--- src/rtl/alu_rtl_core.sv ---
// alu_rtl_core: handshaked two-operand ALU.
// An opcode token selects add/sub and which operands are fresh; the result and
// its flags leave on two independent valid/ready channels.
module alu_rtl_core #(
    parameter int WIDTH = 16
) (
    input  logic             CLK,
    input  logic             RESET,
    input  logic             OP_valid,
    input  logic [1:0]       OP_data,
    output logic             OP_ready,
    input  logic             A_valid,
    input  logic [WIDTH-1:0] A_data,
    output logic             A_ready,
    input  logic             B_valid,
    input  logic [WIDTH-1:0] B_data,
    output logic             B_ready,
    output logic             Y_valid,
    output logic [WIDTH-1:0] Y_data,
    input  logic             Y_ready,
    output logic             Z_valid,
    output logic [WIDTH-1:0] Z_data,
    input  logic             Z_ready
);

    typedef enum logic [1:0] {
        IDLE = 2'd0,
        GET  = 2'd1,
        EXEC = 2'd2,
        SEND = 2'd3
    } state_t;

    state_t           state_reg;
    logic [1:0]       opcode_reg;
    logic [WIDTH-1:0] a_reg;
    logic [WIDTH-1:0] b_reg;
    logic [WIDTH-1:0] y_data_reg;
    logic [3:0]       z_flags_reg;
    logic             y_valid_reg;
    logic             z_valid_reg;
    logic             op_ready_reg;
    logic             a_ready_reg;
    logic             b_ready_reg;

    // Arithmetic datapath results, consumed only in EXEC
    logic [WIDTH:0]   add_full;
    logic [WIDTH-1:0] sub_res;
    logic [WIDTH-1:0] y_next;
    logic [3:0]       flags_next;
    logic             is_sub;

    // Handshake bookkeeping for GET and SEND
    logic a_ready_next;
    logic b_ready_next;
    logic y_valid_next;
    logic z_valid_next;

    assign OP_ready = op_ready_reg;
    assign A_ready  = a_ready_reg;
    assign B_ready  = b_ready_reg;
    assign Y_valid  = y_valid_reg;
    assign Y_data   = y_data_reg;
    assign Z_valid  = z_valid_reg;

    // Flag word: four flag bits at the bottom, everything above tied low
    generate
        for (genvar gi = 0; gi < WIDTH; gi++) begin : g_z_data
            if (gi < 4) begin : g_flag
                assign Z_data[gi] = z_flags_reg[gi];
            end else begin : g_pad
                assign Z_data[gi] = 1'b0;
            end
        end
    endgenerate

    // Opcode bit 0 selects subtract; ops 10/11 differ from 00/01 only in which
    // operand register was refreshed, so the datapath is the same
    always_comb begin
        is_sub   = opcode_reg[0];
        add_full = {1'b0, a_reg} + {1'b0, b_reg};
        sub_res  = a_reg - b_reg;
        y_next   = is_sub ? sub_res : add_full[WIDTH-1:0];
        flags_next = 4'b0000;
        flags_next[0] = (y_next == '0);
        flags_next[1] = y_next[WIDTH-1];
        flags_next[2] = is_sub ? (a_reg < b_reg) : add_full[WIDTH];
        if (is_sub) begin
            flags_next[3] = (a_reg[WIDTH-1] != b_reg[WIDTH-1]) &&
                            (y_next[WIDTH-1] != a_reg[WIDTH-1]);
        end else begin
            flags_next[3] = (a_reg[WIDTH-1] == b_reg[WIDTH-1]) &&
                            (y_next[WIDTH-1] != a_reg[WIDTH-1]);
        end
    end

    // A ready flag stays up until its operand is taken; a valid flag stays up
    // until its result is taken
    always_comb begin
        a_ready_next = a_ready_reg && !A_valid;
        b_ready_next = b_ready_reg && !B_valid;
        y_valid_next = y_valid_reg && !Y_ready;
        z_valid_next = z_valid_reg && !Z_ready;
    end

    // Control FSM with registered ready/valid outputs
    always_ff @(posedge CLK) begin
        if (RESET) begin
            state_reg    <= IDLE;
            opcode_reg   <= 2'b00;
            a_reg        <= '0;
            b_reg        <= '0;
            y_data_reg   <= '0;
            z_flags_reg  <= 4'b0000;
            y_valid_reg  <= 1'b0;
            z_valid_reg  <= 1'b0;
            op_ready_reg <= 1'b0;
            a_ready_reg  <= 1'b0;
            b_ready_reg  <= 1'b0;
        end else begin
            case (state_reg)
                IDLE: begin
                    if (OP_valid && op_ready_reg) begin
                        opcode_reg   <= OP_data;
                        a_ready_reg  <= (OP_data != 2'b11);
                        b_ready_reg  <= (OP_data != 2'b10);
                        op_ready_reg <= 1'b0;
                        state_reg    <= GET;
                    end else begin
                        op_ready_reg <= 1'b1;
                    end
                end
                GET: begin
                    if (A_valid && a_ready_reg) begin
                        a_reg <= A_data;
                    end
                    if (B_valid && b_ready_reg) begin
                        b_reg <= B_data;
                    end
                    a_ready_reg <= a_ready_next;
                    b_ready_reg <= b_ready_next;
                    if (!a_ready_next && !b_ready_next) begin
                        state_reg <= EXEC;
                    end
                end
                EXEC: begin
                    y_data_reg  <= y_next;
                    z_flags_reg <= flags_next;
                    y_valid_reg <= 1'b1;
                    z_valid_reg <= 1'b1;
                    state_reg   <= SEND;
                end
                SEND: begin
                    y_valid_reg <= y_valid_next;
                    z_valid_reg <= z_valid_next;
                    if (!y_valid_next && !z_valid_next) begin
                        op_ready_reg <= 1'b1;
                        state_reg    <= IDLE;
                    end
                end
                default: begin
                    state_reg <= IDLE;
                end
            endcase
        end
    end

endmodule

--- config.mk ---
export PLATFORM = sky130hd
export DESIGN_NAME = alu_rtl_core
export DESIGN_NICKNAME = d
export VERILOG_FILES = /design/src/rtl/alu_rtl_core.sv
export SDC_FILE = /design/constraint.sdc
export NUM_CORES = 1
export LEC_CHECK = 0
export ABC_CLOCK_PERIOD_IN_PS = 6560
export BUFFER_PORTS_ARGS = -buffer_cell sky130_fd_sc_hd__buf_2
export CAP_MARGIN = 20
export CORE_ASPECT_RATIO = 1.5
export CORE_UTILIZATION = 41
export DETAILED_ROUTE_END_ITERATION = 16
export PLACE_DENSITY = 0.62
export REMOVE_ABC_BUFFERS = 1
export SYNTH_ARGS = -nofsm -noshare
export SYNTH_HDL_FRONTEND = slang
export SYNTH_SLANG_ARGS = --single-unit
--- constraint.sdc ---
create_clock -name CLK -period 6.56 [get_ports CLK]
set_input_delay 0.656 -clock CLK [delete_from_list [all_inputs] [get_ports CLK]]
set_output_delay 0.656 -clock CLK [all_outputs]
set_load 0.01 [all_outputs]
==> flow_summary_export.csv <==
group,metric,value,unit
run_status,status,"finished, final reports clean",
die,rows,44,
placement,dp.cells,678,
power,p_seq_share,35.8,%
global_route,grt_pass1_vias,3403,
sta,setup_slack,3.24,ns
yosys,ys_seq_area_share,29.3,%
global_route,grt.total_usage,19.2,%
yosys,synth-compound-area-share,22.0,%
yosys,synth_flop_cell,"dfxtp_1",
yosys,netlist_area,4030,um2
power,power_density,256,nW/um2
final_layout,final_cells,693,
sta,hold_viol_final,0,
final_layout,nets,653,
power,vdd_drop_max,0.187,mV
global_route,antenna_found_initial,0,
sta,timing.slew.headroom,52.8,%
clock_network,post-cts-setup-buffer-count,0,
power,switchingPower,0.000374,W
die,dieArea,10200,um2
global_route,grt_pass1_wl,15.9,mm
routing,wl_met2,4.85,mm
sta,tightest_slew,0.705,ns
worst_setup_path,crit_path_start_kind,"flip-flop",
yosys,synth_fa_ha_area_share,12.2,%
yosys,synth_xor_area_share,2.82,%
sta,fin_crit,3.32,ns
placement,io_buffers,65,
routing,wl_met1,4.19,mm
clock_network,htreeDepth,3,
die,die_h,123,um
power,finalPower,0.00119,W
power,intPower,0.000813,W
worst_setup_path,worstPathMaxFanout,11,
sta,finalSetupTns,0,ns
yosys,muxShareOfSynthArea,2.73,%
routing,drc,0,
die,initial_core_util,41.8,%
hold_path,min_to,"z_flags_reg[0]",
clock_network,cts_tree,"built",
die,ios,78,
placement,hpwlAfterDp,7.34,mm
die,die_x,83.0,um
yosys,synth-simple-area-share,21.8,%
yosys,ys_warn_count,0,
routing,wl,9.64,mm
sta,slew_viol_final,0,
clock_network,root_buffer,"clkbuf_16",
worst_setup_path,r2r_cells,11,
worst_setup_path,slowest_delay,0.53,ns
power,swShare,31.5,%
hold_path,min_from,"z_flags_reg[0]",
worst_setup_path,cp.required,6.82,ns
power,leakage,1.97,nW
clock_network,cts.sink_count,59,
routing,wire_per_inst,13.9,um
worst_setup_path,path_depth,11,
worst_setup_path,critPathTopFamily,"simple AND/OR/NAND/NOR gates",
worst_setup_path,r2r-start,"b_reg[4]",
power,pwr-share-comb,27.4,%
routing,first_pass_iters,5,
global_route,overflow,0,
routing,top_layer,"met4",
clock_network,clk_latency,0.33,ns
clock_network,cts_buffer_depth,2,
final_layout,syn_to_final_growth,14.8,%
worst_setup_path,cp-end-kind,"flip-flop",
global_route,grt_max_degree,62,
yosys,synth_seq_cells,59,
clock_network,path_clk_slew,0.05,ns
yosys,syn_area_per_cell,7.66,um2
routing,ant_nets,0,
worst_setup_path,path_class,"reg -> reg",
routing,route.met3.wl,419,um
worst_setup_path,critPathArrivalTime,3.58,ns
sta,setup_violations,0,
sta,clock-skew-final,0.00525,ns
yosys,synth_top_area_share,29.3,%
clock_network,cts_resized,0,
clock_network,postCtsHoldBufs,0,
yosys,synthCells,526,
sta,rsz0062_at_grt,"no",
final_layout,drive_gt1_share,16.1,%
yosys,async_reset_ff_share,0,%
worst_setup_path,timing.rr.end,"z_flags_reg[0]",
routing,drt-initial-drc-count,191,
final_layout,antenna_cells,0,
routing,via_count,3695,
job,max_cap_violations,0,
worst_setup_path,path_cells,"inv_1 -> ha_1 -> a21o_1 -> or3_1 -> o211ai_1 -> nor3_1 -> or4b_4 -> a2111oi_2 -> nand4b_1 -> or4_1 -> o21ai_1",
yosys,ys_types,58,
worst_setup_path,r2r_setup_slack,3.24,ns
sta,max_freq,0.302,GHz
worst_setup_path,worst-path-buf-inv,1,
die,core,9630,um2
placement,place_ws,3.24,ns
hold_path,hold_class,"reg -> reg",
hold_path,min_path_cells,2,
clock_network,numCtsBuffers,9,
power,clkPwrFrac,36.9,%
worst_setup_path,worst_path_max_delay_cell,"or4b_4",
yosys,synth_top_family_by_area,"compound AO/OA/AOI/OAI gates",
yosys,synth_area_leader_cell,"dfxtp_1",
yosys,synthTopCellsByArea,"dfxtp_1 (29%), ha_1 (11%), nand2_1 (7.3%)",
placement,gp_congestion,0.889,
yosys,synth-edff-count,0,
sta,post-route-period-util,50.5,%
routing,viasPerCell,5.33,
==> stage by stage <==
step,hold slack [ns],instance area (um2),util (%)
after floorplan,0.447,3860,-
after global placement,0.443,4350,45.1
after detailed placement,0.449,4350,45.1
after CTS,0.456,4630,48.1
after global routing,0.500,4630,48.1
final,0.456,4630,48.1
==> worst max-delay path by stage <==
stage,from,to,slack (ns)
3_3_place_gp,b_reg[4],z_flags_reg[0],3.28
3_5_place_dp,b_reg[4],z_flags_reg[0],3.24
2_1_floorplan,b_reg[4],z_flags_reg[0],3.51
5_1_grt,b_reg[10],z_flags_reg[0],2.97
6_report,b_reg[4],z_flags_reg[0],3.24
4_1_cts,b_reg[4],z_flags_reg[0],3.21
==> power by group through the flow <==
stage               registers, W  clock network [W]  logic, W
floorplan               0.000447                  0  0.000204
global placement        0.000430                  0  0.000320
detailed placement      0.000432                  0  0.000325
CTS                     0.000425           0.000445  0.000326
global route            0.000430           0.000460  0.000363
finish                  0.000425           0.000437  0.000325
==> layer usage <==
metal  GRT usage [%]  vias to the layer above
met4            7.22                        0
met5               0                        -
met1            22.5                     1684
met3            4.01                       12
met2            34.3                      104
li1                -                     1895
==> layout by cell type, fill, tap and decap left out, types with 4 or more instances in the layout <==
cell type / count
or3_1: 5
nand2_1: 78
nor4_1: 4
mux2i_1: 11
o21ai_0: 17
nand3_1: 11
clkbuf_16: 9
conb_1: 12
a31oi_1: 9
nor2b_1: 9
dfxtp_1: 59
nand2b_1: 4
a21oi_1: 56
inv_1: 40
ha_1: 36
nor2_1: 43
a21o_1: 6
xnor2_1: 12
nor3_1: 11
buf_2: 65
a211oi_1: 13
==> cell families after synthesis <==
group / count (synthesis)
xor gates and xnor gates: 13
adders and majority gates: 38
DFF: 59
and+or+nand+nor: 185
buffers and inverters: 82
other: 1
muxes: 11
AOI/OAI and AO/OA: 137
==> area by class of cell <==
cell class              instances  area [um2]
flip-flops and latches         59        1180
fillers                       964        5000
multi-input cells             396        2530
repair buffers                 68         348
clock inverters                 2        10.0
inverters                      40         150
clock buffers                  13         270
well taps                     115         144
==> cells in the mapped netlist, drive strengths merged, types with 3 or more instances <==
library cell  count
nand3            11
a2111oi           5
nor2b             9
o2111ai           3
or3               5
nand2            79
and3              3
inv              40
nor4              5
clkbuf           25
a211oi           13
nand3b            3
o211ai            3
buf              17
mux2i            11
dfxtp            59
ha               36
o21ai            18
a31oi             9
a21oi            57
nand2b            4
nor2             43
a21o              6
o21bai            3
nor3             11
xnor2            12
==> worst register-to-register path: cells and delay by family (launching register included) <==
kind / cells / cell delay, ns
compound gates: 4 / 0.95
fa+ha+maj: 1 / 0.41
buf+inv: 1 / 0.05
flops: 1 / 0.35
simple gates: 5 / 1.47
Note: power is estimated with default switching activity, not from simulation.
